`config.mk`:
```
export PLATFORM = sky130hd
export DESIGN_NAME = seq_alu
export DESIGN_NICKNAME = d
export VERILOG_FILES = /design/src/rtl/seq_alu.sv
export SDC_FILE = /design/constraint.sdc
export NUM_CORES = 2
export LEC_CHECK = 0
export ABC_AREA = 1
export BUFFER_PORTS_ARGS = -buffer_cell sky130_fd_sc_hd__buf_2
export CAP_MARGIN = 20
export CELL_PAD_IN_SITES_DETAIL_PLACEMENT = 1
export CELL_PAD_IN_SITES_GLOBAL_PLACEMENT = 1
export CORE_UTILIZATION = 40
export DETAILED_ROUTE_END_ITERATION = 8
export PLACE_DENSITY = 0.78
export SLEW_MARGIN = 20
export SYNTH_ARGS = -nofsm -noshare
export SYNTH_HDL_FRONTEND = slang
export SYNTH_SLANG_ARGS = --single-unit
```
`constraint.sdc`:
```
create_clock -name clk -period 2.6 [get_ports clk]
set_clock_uncertainty 0.15 [all_clocks]
set_input_delay 0.39 -clock clk [delete_from_list [all_inputs] [get_ports clk]]
set_output_delay 0.39 -clock clk [all_outputs]
set_load 0.01 [all_outputs]
```
`src/rtl/seq_alu.sv`:
```
// Registered ALU with valid/ready handshakes, iterative shift-add multiply and
// conditionally updated NZVC flags that persist for the branch unit.
module seq_alu #(
    parameter int WIDTH = 64
) (
    input  logic             clk,
    input  logic             reset_n,
    input  logic             in_valid,
    output logic             in_ready,
    input  logic [WIDTH-1:0] A,
    input  logic [WIDTH-1:0] B,
    input  logic [2:0]       cntrl,
    input  logic             set_flags,
    output logic             out_valid,
    input  logic             out_ready,
    output logic [WIDTH-1:0] result,
    output logic             negative,
    output logic             zero,
    output logic             overflow,
    output logic             carry_out
);
    localparam int CW = $clog2(WIDTH + 1);

    localparam logic [2:0] OP_PASS = 3'b000;
    localparam logic [2:0] OP_MUL  = 3'b001;
    localparam logic [2:0] OP_ADD  = 3'b010;
    localparam logic [2:0] OP_SUB  = 3'b011;
    localparam logic [2:0] OP_AND  = 3'b100;
    localparam logic [2:0] OP_OR   = 3'b101;
    localparam logic [2:0] OP_XOR  = 3'b110;

    typedef enum logic [1:0] {S_IDLE, S_MUL, S_DONE} state_t;

    state_t               r_state, w_next;
    logic [2*WIDTH-1:0]   r_acc, r_mcand;
    logic [WIDTH-1:0]     r_mplier;
    logic [CW-1:0]        r_cnt;
    logic                 r_setf;
    logic [WIDTH-1:0]     r_result;
    logic                 r_n, r_z, r_v, r_c;

    logic                 w_accept, w_mul_last;
    logic [WIDTH:0]       w_add, w_sub;
    logic [WIDTH-1:0]     w_res;
    logic                 w_v, w_c;
    logic [2*WIDTH-1:0]   w_acc_next;

    assign in_ready   = reset_n && (r_state == S_IDLE);
    assign out_valid  = (r_state == S_DONE);
    assign w_accept   = in_valid && in_ready;
    assign w_mul_last = (r_state == S_MUL) && (r_cnt == CW'(WIDTH));

    assign result    = r_result;
    assign negative  = r_n;
    assign zero      = r_z;
    assign overflow  = r_v;
    assign carry_out = r_c;

    always_ff @(posedge clk) begin
        if (!reset_n) r_state <= S_IDLE;
        else          r_state <= w_next;
    end

    always_comb begin
        w_next = r_state;
        case (r_state)
            S_IDLE:  if (w_accept) w_next = (cntrl == OP_MUL) ? S_MUL : S_DONE;
            S_MUL:   if (w_mul_last) w_next = S_DONE;
            S_DONE:  if (out_ready) w_next = S_IDLE;
            default: w_next = S_IDLE;
        endcase
    end

    // Subtract is A + ~B + 1 so carry_out reads as "no borrow".
    assign w_add = {1'b0, A} + {1'b0, B};
    assign w_sub = {1'b0, A} + {1'b0, ~B} + {{WIDTH{1'b0}}, 1'b1};

    always_comb begin
        w_res = '0;
        w_v   = 1'b0;
        w_c   = 1'b0;
        case (cntrl)
            OP_PASS: w_res = B;
            OP_ADD: begin
                w_res = w_add[WIDTH-1:0];
                w_c   = w_add[WIDTH];
                w_v   = (A[WIDTH-1] == B[WIDTH-1]) && (w_add[WIDTH-1] != A[WIDTH-1]);
            end
            OP_SUB: begin
                w_res = w_sub[WIDTH-1:0];
                w_c   = w_sub[WIDTH];
                w_v   = (A[WIDTH-1] != B[WIDTH-1]) && (w_sub[WIDTH-1] != A[WIDTH-1]);
            end
            OP_AND:  w_res = A & B;
            OP_OR:   w_res = A | B;
            OP_XOR:  w_res = A ^ B;
            default: w_res = '0;
        endcase
    end

    assign w_acc_next = r_mplier[0] ? (r_acc + r_mcand) : r_acc;

    always_ff @(posedge clk) begin
        if (!reset_n) begin
            r_acc    <= '0;
            r_mcand  <= '0;
            r_mplier <= '0;
            r_cnt    <= '0;
            r_setf   <= 1'b0;
            r_result <= '0;
            r_n      <= 1'b0;
            r_z      <= 1'b0;
            r_v      <= 1'b0;
            r_c      <= 1'b0;
        end else if (w_accept) begin
            r_setf <= set_flags;
            if (cntrl == OP_MUL) begin
                r_acc    <= '0;
                r_mcand  <= {{WIDTH{1'b0}}, A};
                r_mplier <= B;
                r_cnt    <= '0;
            end else begin
                r_result <= w_res;
                if (set_flags) begin
                    r_n <= w_res[WIDTH-1];
                    r_z <= (w_res == '0);
                    r_v <= w_v;
                    r_c <= w_c;
                end
            end
        end else if (w_mul_last) begin
            // Accumulator holds the full product; only the low half is returned.
            r_result <= r_acc[WIDTH-1:0];
            if (r_setf) begin
                r_n <= r_acc[WIDTH-1];
                r_z <= (r_acc[WIDTH-1:0] == '0);
                r_v <= 1'b0;
                r_c <= (r_acc[2*WIDTH-1:WIDTH] != '0);
            end
        end else if (r_state == S_MUL) begin
            r_acc    <= w_acc_next;
            r_mcand  <= {r_mcand[2*WIDTH-2:0], 1'b0};
            r_mplier <= {1'b0, r_mplier[WIDTH-1:1]};
            r_cnt    <= r_cnt + CW'(1);
        end
    end
endmodule

```
==> key figures, run 1 <==
Floorplanning
  • Chip width: 323 um
  • Placement row count: 117
  • Die Ht: 323 um
  • IO Count: 206
  • Starting density of the core: 0.404

Synth
  • Ys flop type: dfxtp_1
  • Synth unique cells: 53
  • Synth Register Bits: 398
  • Most common cell in the netlist: nand2_1
  • Yosys top cell by area: dfxtp_1
  • Area contributors post-synth: dfxtp_1, nand2_1, ha_1
  • Sequential share of the synthesized area: 0.194
  • Syn_nets: 7,652
  • Synth Warn #: 0
  • Post-synth top cells: nand2_1, inv_1, a21oi_1, nor2_1, o21ai_0
  • Syn avg cell area: 5.73 um2
  • Post-synthesis instance total: 7,175
  • Synth Cell Area: 0.0411 mm2
  • Yosys top cell area share: 0.194
  • Asr flop ratio synth: 0
  • Number of flops mapped to enable cells by yosys: 0

Clocking
  • Clock sink total: 398
  • CTS resizes: 1,822
  • Root Driver: clkbuf_16
  • H-tree levels: 2
  • Hold Buf Count CTS: 22
  • Num CTS Buffers: 49
  • Post-CTS Setup Repair Bufs: 172
  • Clock buffer depth: 3

Placed design
  • PortBufs: 205
  • Routability cong.: 1.10
  • DP HPWL: 228 mm
  • Placed instance area: 0.0586 mm2

Outcome
  • Stop err: [ERROR DPL-0033] detailed placement checks failed during check placement.
  • Stage reached: clock tree synthesis (4_1_cts)
  • Status: stopped before the end
==> per-stage QoR <==
step,cells,worst slack [ns],hold WS (ns),utilization
floorplan,7175,0.000167,0.291,-
global placement,10517,-1.22,0.298,0.575
detailed placement,10517,-1.34,0.306,0.575
==> logic make-up after synthesis <==
logic type | after synthesis | synth area share
simple gates | 3411 | 0.345
xor+xnor | 11 | 0.00234
fa+ha+maj | 341 | 0.104
buf+inv | 1372 | 0.131
flops | 398 | 0.194
compound gates | 1642 | 0.224
==> inputs of run 2 (changes only) <==
--- a/config.mk
+++ b/config.mk
@@ -8,11 +8,9 @@
 export ABC_AREA = 1
 export BUFFER_PORTS_ARGS = -buffer_cell sky130_fd_sc_hd__buf_2
 export CAP_MARGIN = 20
-export CELL_PAD_IN_SITES_DETAIL_PLACEMENT = 1
-export CELL_PAD_IN_SITES_GLOBAL_PLACEMENT = 1
 export CORE_UTILIZATION = 40
 export DETAILED_ROUTE_END_ITERATION = 8
-export PLACE_DENSITY = 0.78
+export PLACE_DENSITY_LB_ADDON = 0.15
 export SLEW_MARGIN = 20
 export SYNTH_ARGS = -nofsm -noshare
 export SYNTH_HDL_FRONTEND = slang
==> constraint.sdc (replaced) <==
create_clock -name clk -period 3.4 [get_ports clk]
set_clock_uncertainty 0.15 [all_clocks]
set_input_delay 0.51 -clock clk [delete_from_list [all_inputs] [get_ports clk]]
set_output_delay 0.51 -clock clk [all_outputs]
set_load 0.01 [all_outputs]
==> run 2 against run 1 <==
The flow now finishes without violations. Synthesized area unchanged. Synthesized cell count stayed put.
==> key figures, run 2 <==
Floorplanning
  • Placement row count: 117
  • Die Ht: 323 um
  • Starting density of the core: 0.404
  • CORE AREA: 0.102 mm2
  • Die ar.: 0.104 mm2
  • Chip width: 323 um
  • IO Count: 206

Timing
  • Final hold vios: 0
  • FMAX: 305 MHz
  • Worst hold margin: 0.0469 ns
  • Slew headroom: 0.352
  • Final setup margin: 0.124 ns
  • Final min period: 3.28 ns
  • Slew Limit Fails: 0
  • RSZ-0062 raised after global routing: false
  • Fin Setup TNS: 0 ns
  • Crit share post-route: 0.964
  • Final setup fails: 0
  • Worst-Margin Slew: 0.973 ns

Global route
  • Vias in the first global route: 49,647
  • Gr usage total: 0.406
  • Largest net degree at the start of global routing: 167
  • Grt met1 use: 0.509
  • Met2 Use GR: 0.660
  • First-pass GRT wire length: 313 mm
  • Grt total ovfl: 0
  • Initial antenna violation count: 16
  • Most used routing layer: met2
  • Routing usage on met3: 0.0689

Cells and area
  • Largest regs: r_acc: 128 flops, r_mcand: 128 flops
  • Commonest non-fill, non-tap cell in the layout: nand2_1
  • P&R area growth vs syn: 28.6%
  • Final net count: 8,704
  • # fillers: 11,074
  • Commonest non-fill, non-tap cells in the layout: nand2_1, inv_1, buf_4, a21oi_1, nor2_1
  • Layout cells sized above 1: 0.187

Flow run
  • Maxcap violations: 0

Routing
  • ANT nets after route: 0
  • Via count: 52,138
  • Drt drc: 0
  • Initial DRC count: 5,127
  • DRT Wirelength: 218 mm
  • Initial DRT Pass Iterations: 6
  • Drt wl/cell: 22.6 um
  • Post-DR vias/cell: 5.41

Synth
  • Area contributors post-synth: dfxtp_1, nand2_1, ha_1
  • Yosys top cell area share: 0.194
  • Synth Warn #: 0
  • Number of flops mapped to enable cells by yosys: 0
  • Post-synthesis instance total: 7,175
  • Syn_nets: 7,652
  • Ys flop type: dfxtp_1
  • Syn avg cell area: 5.73 um2
  • Most common cell in the netlist: nand2_1
  • Synth Cell Area: 0.0411 mm2
  • Sequential share of the synthesized area: 0.194
  • Asr flop ratio synth: 0
  • Yosys top cell by area: dfxtp_1
  • Synth Register Bits: 398
  • Post-synth top cells: nand2_1, inv_1, a21oi_1, nor2_1, o21ai_0
  • Synth unique cells: 53

Setup path
  • Crit Path Category: primary input to register
  • Worst Path Required: 3.84 ns
  • Arrival time at the worst endpoint: 3.71 ns
  • Worst-path fanout max: 6
  • Worst setup EP type: register
  • CP Launch Type: primary input

Clocking
  • Num CTS Buffers: 50
  • Root Driver: clkbuf_16
  • Clock sink total: 398
  • Clock Latency Late Sink: 0.66 ns
  • Worst-path clk slew: 0.07 ns
  • H-tree levels: 2
  • CTS tree: yes
  • Clock buffer depth: 3

Pwr
  • Clock power share: 0.364
  • Sequential share of power: 0.312
  • PwrDens: 293 mW/mm2
  • Switching Fraction: 0.357
  • Combinational Power Share: 0.324
  • Leakage: 0.0257 uW
  • Net Sw Power: 5530 uW
  • Worst IR Drop VDD: 494 uV
  • Cell internal pwr: 9950 uW
  • Pwr Total: 15,500 uW

Outcome
  • Status: complete, no violations

Placed design
  • Routability cong.: 1.16
  • DP HPWL: 182 mm
  • PortBufs: 205
  • Pre-CTS setup slack: -0.603 ns

Worst hold path
  • Worst hold-check path type: primary input to register
run 2: cell counts after synthesis:
No cell type changed its count.
run 2: kinds of logic after synthesis:
family | share of synthesized area
AND/OR/NAND/NOR | 0.345
AO/OA/AOI/OAI | 0.224
buffers and inverters | 0.131
flip-flops | 0.194
adder cells (fa/ha/maj) | 0.104
XOR/XNOR | 0.00234
run 2: power groups by stage:
stage	sequential [uW]	combinational (uW)	clock (uW)
floorplan	4910	2210	0
global placement	4930	4830	0
detailed placement	4930	4830	0
CTS	4830	4870	5720
global route	4840	5340	5870
finish	4830	5020	5630
run 2: cell type report:
cell class	count	area (um2)	area share
repair buffers	1260	9280	0.176
well taps	1368	1710	0.0324
clock buffers	68	1400	0.0265
multi-input cells	5405	28000	0.530
diodes	8	20.0	0.000379
clock inverters	20	289	0.00547
inverters	1112	4190	0.0792
flip-flops and latches	398	7970	0.151
run 2: critical path, cell delays in order:
cell and delay (ns):
dlygate4sd3_1 0.53, buf_2 0.15, inv_1 0.06, ha_1 0.28
buf_4 0.18, nand2_1 0.11, o21ai_1 0.16, a21oi_1 0.19
nand2_1 0.08, a21oi_1 0.23, nand3_1 0.10, nand3_1 0.10
nand3_1 0.23, nor2_1 0.21, nand2_1 0.11, nor2_1 0.11
nand3_1 0.08, nor2_1 0.13, nor2_1 0.05, nor2_1 0.10
run 2: final timing paths:
kind	slack, ns	to	depth (start not counted)	startpoint
setup / recovery	0.12	zero	20	B[59]
hold reg to reg	0.31	result[37]	2	result[37]
setup reg to reg	0.13	r_acc[110]	19	r_mcand[0]
hold / removal	0.05	r_mplier[63]	3	B[63]
run 2: timing repair:
item / 4_1_cts / 5_1_grt
hold buffers: 3 / 0
cloned: 0 / 0
hold endpoints to repair: 3 / 0
setup buffers: 0 / 2
pin swaps: 0 / 3
endpoints found under the setup margin: 2 / 48
gates resized for setup: 2 / 59
run 2: per-stage QoR:
step	utilization	cell area [um2]	cells
3_5_place_dp	0.500	50900	9538
6_report	0.519	52900	9639
4_1_cts	0.517	52700	9629
2_1_floorplan	-	41100	7175
5_1_grt	0.519	52800	9632
3_3_place_gp	0.500	50900	9538
run 2: layer usage:
metal / share of wire / wire length [um] / vias up
met2: 0.44 / 96100 / 2023
li1: - / - / 25417
met5: 0.00053 / 116 / -
met3: 0.079 / 17200 / 434
met1: 0.42 / 90300 / 24246
met4: 0.063 / 13800 / 18
No activity file was read; power rests on OpenSTA's default activity.
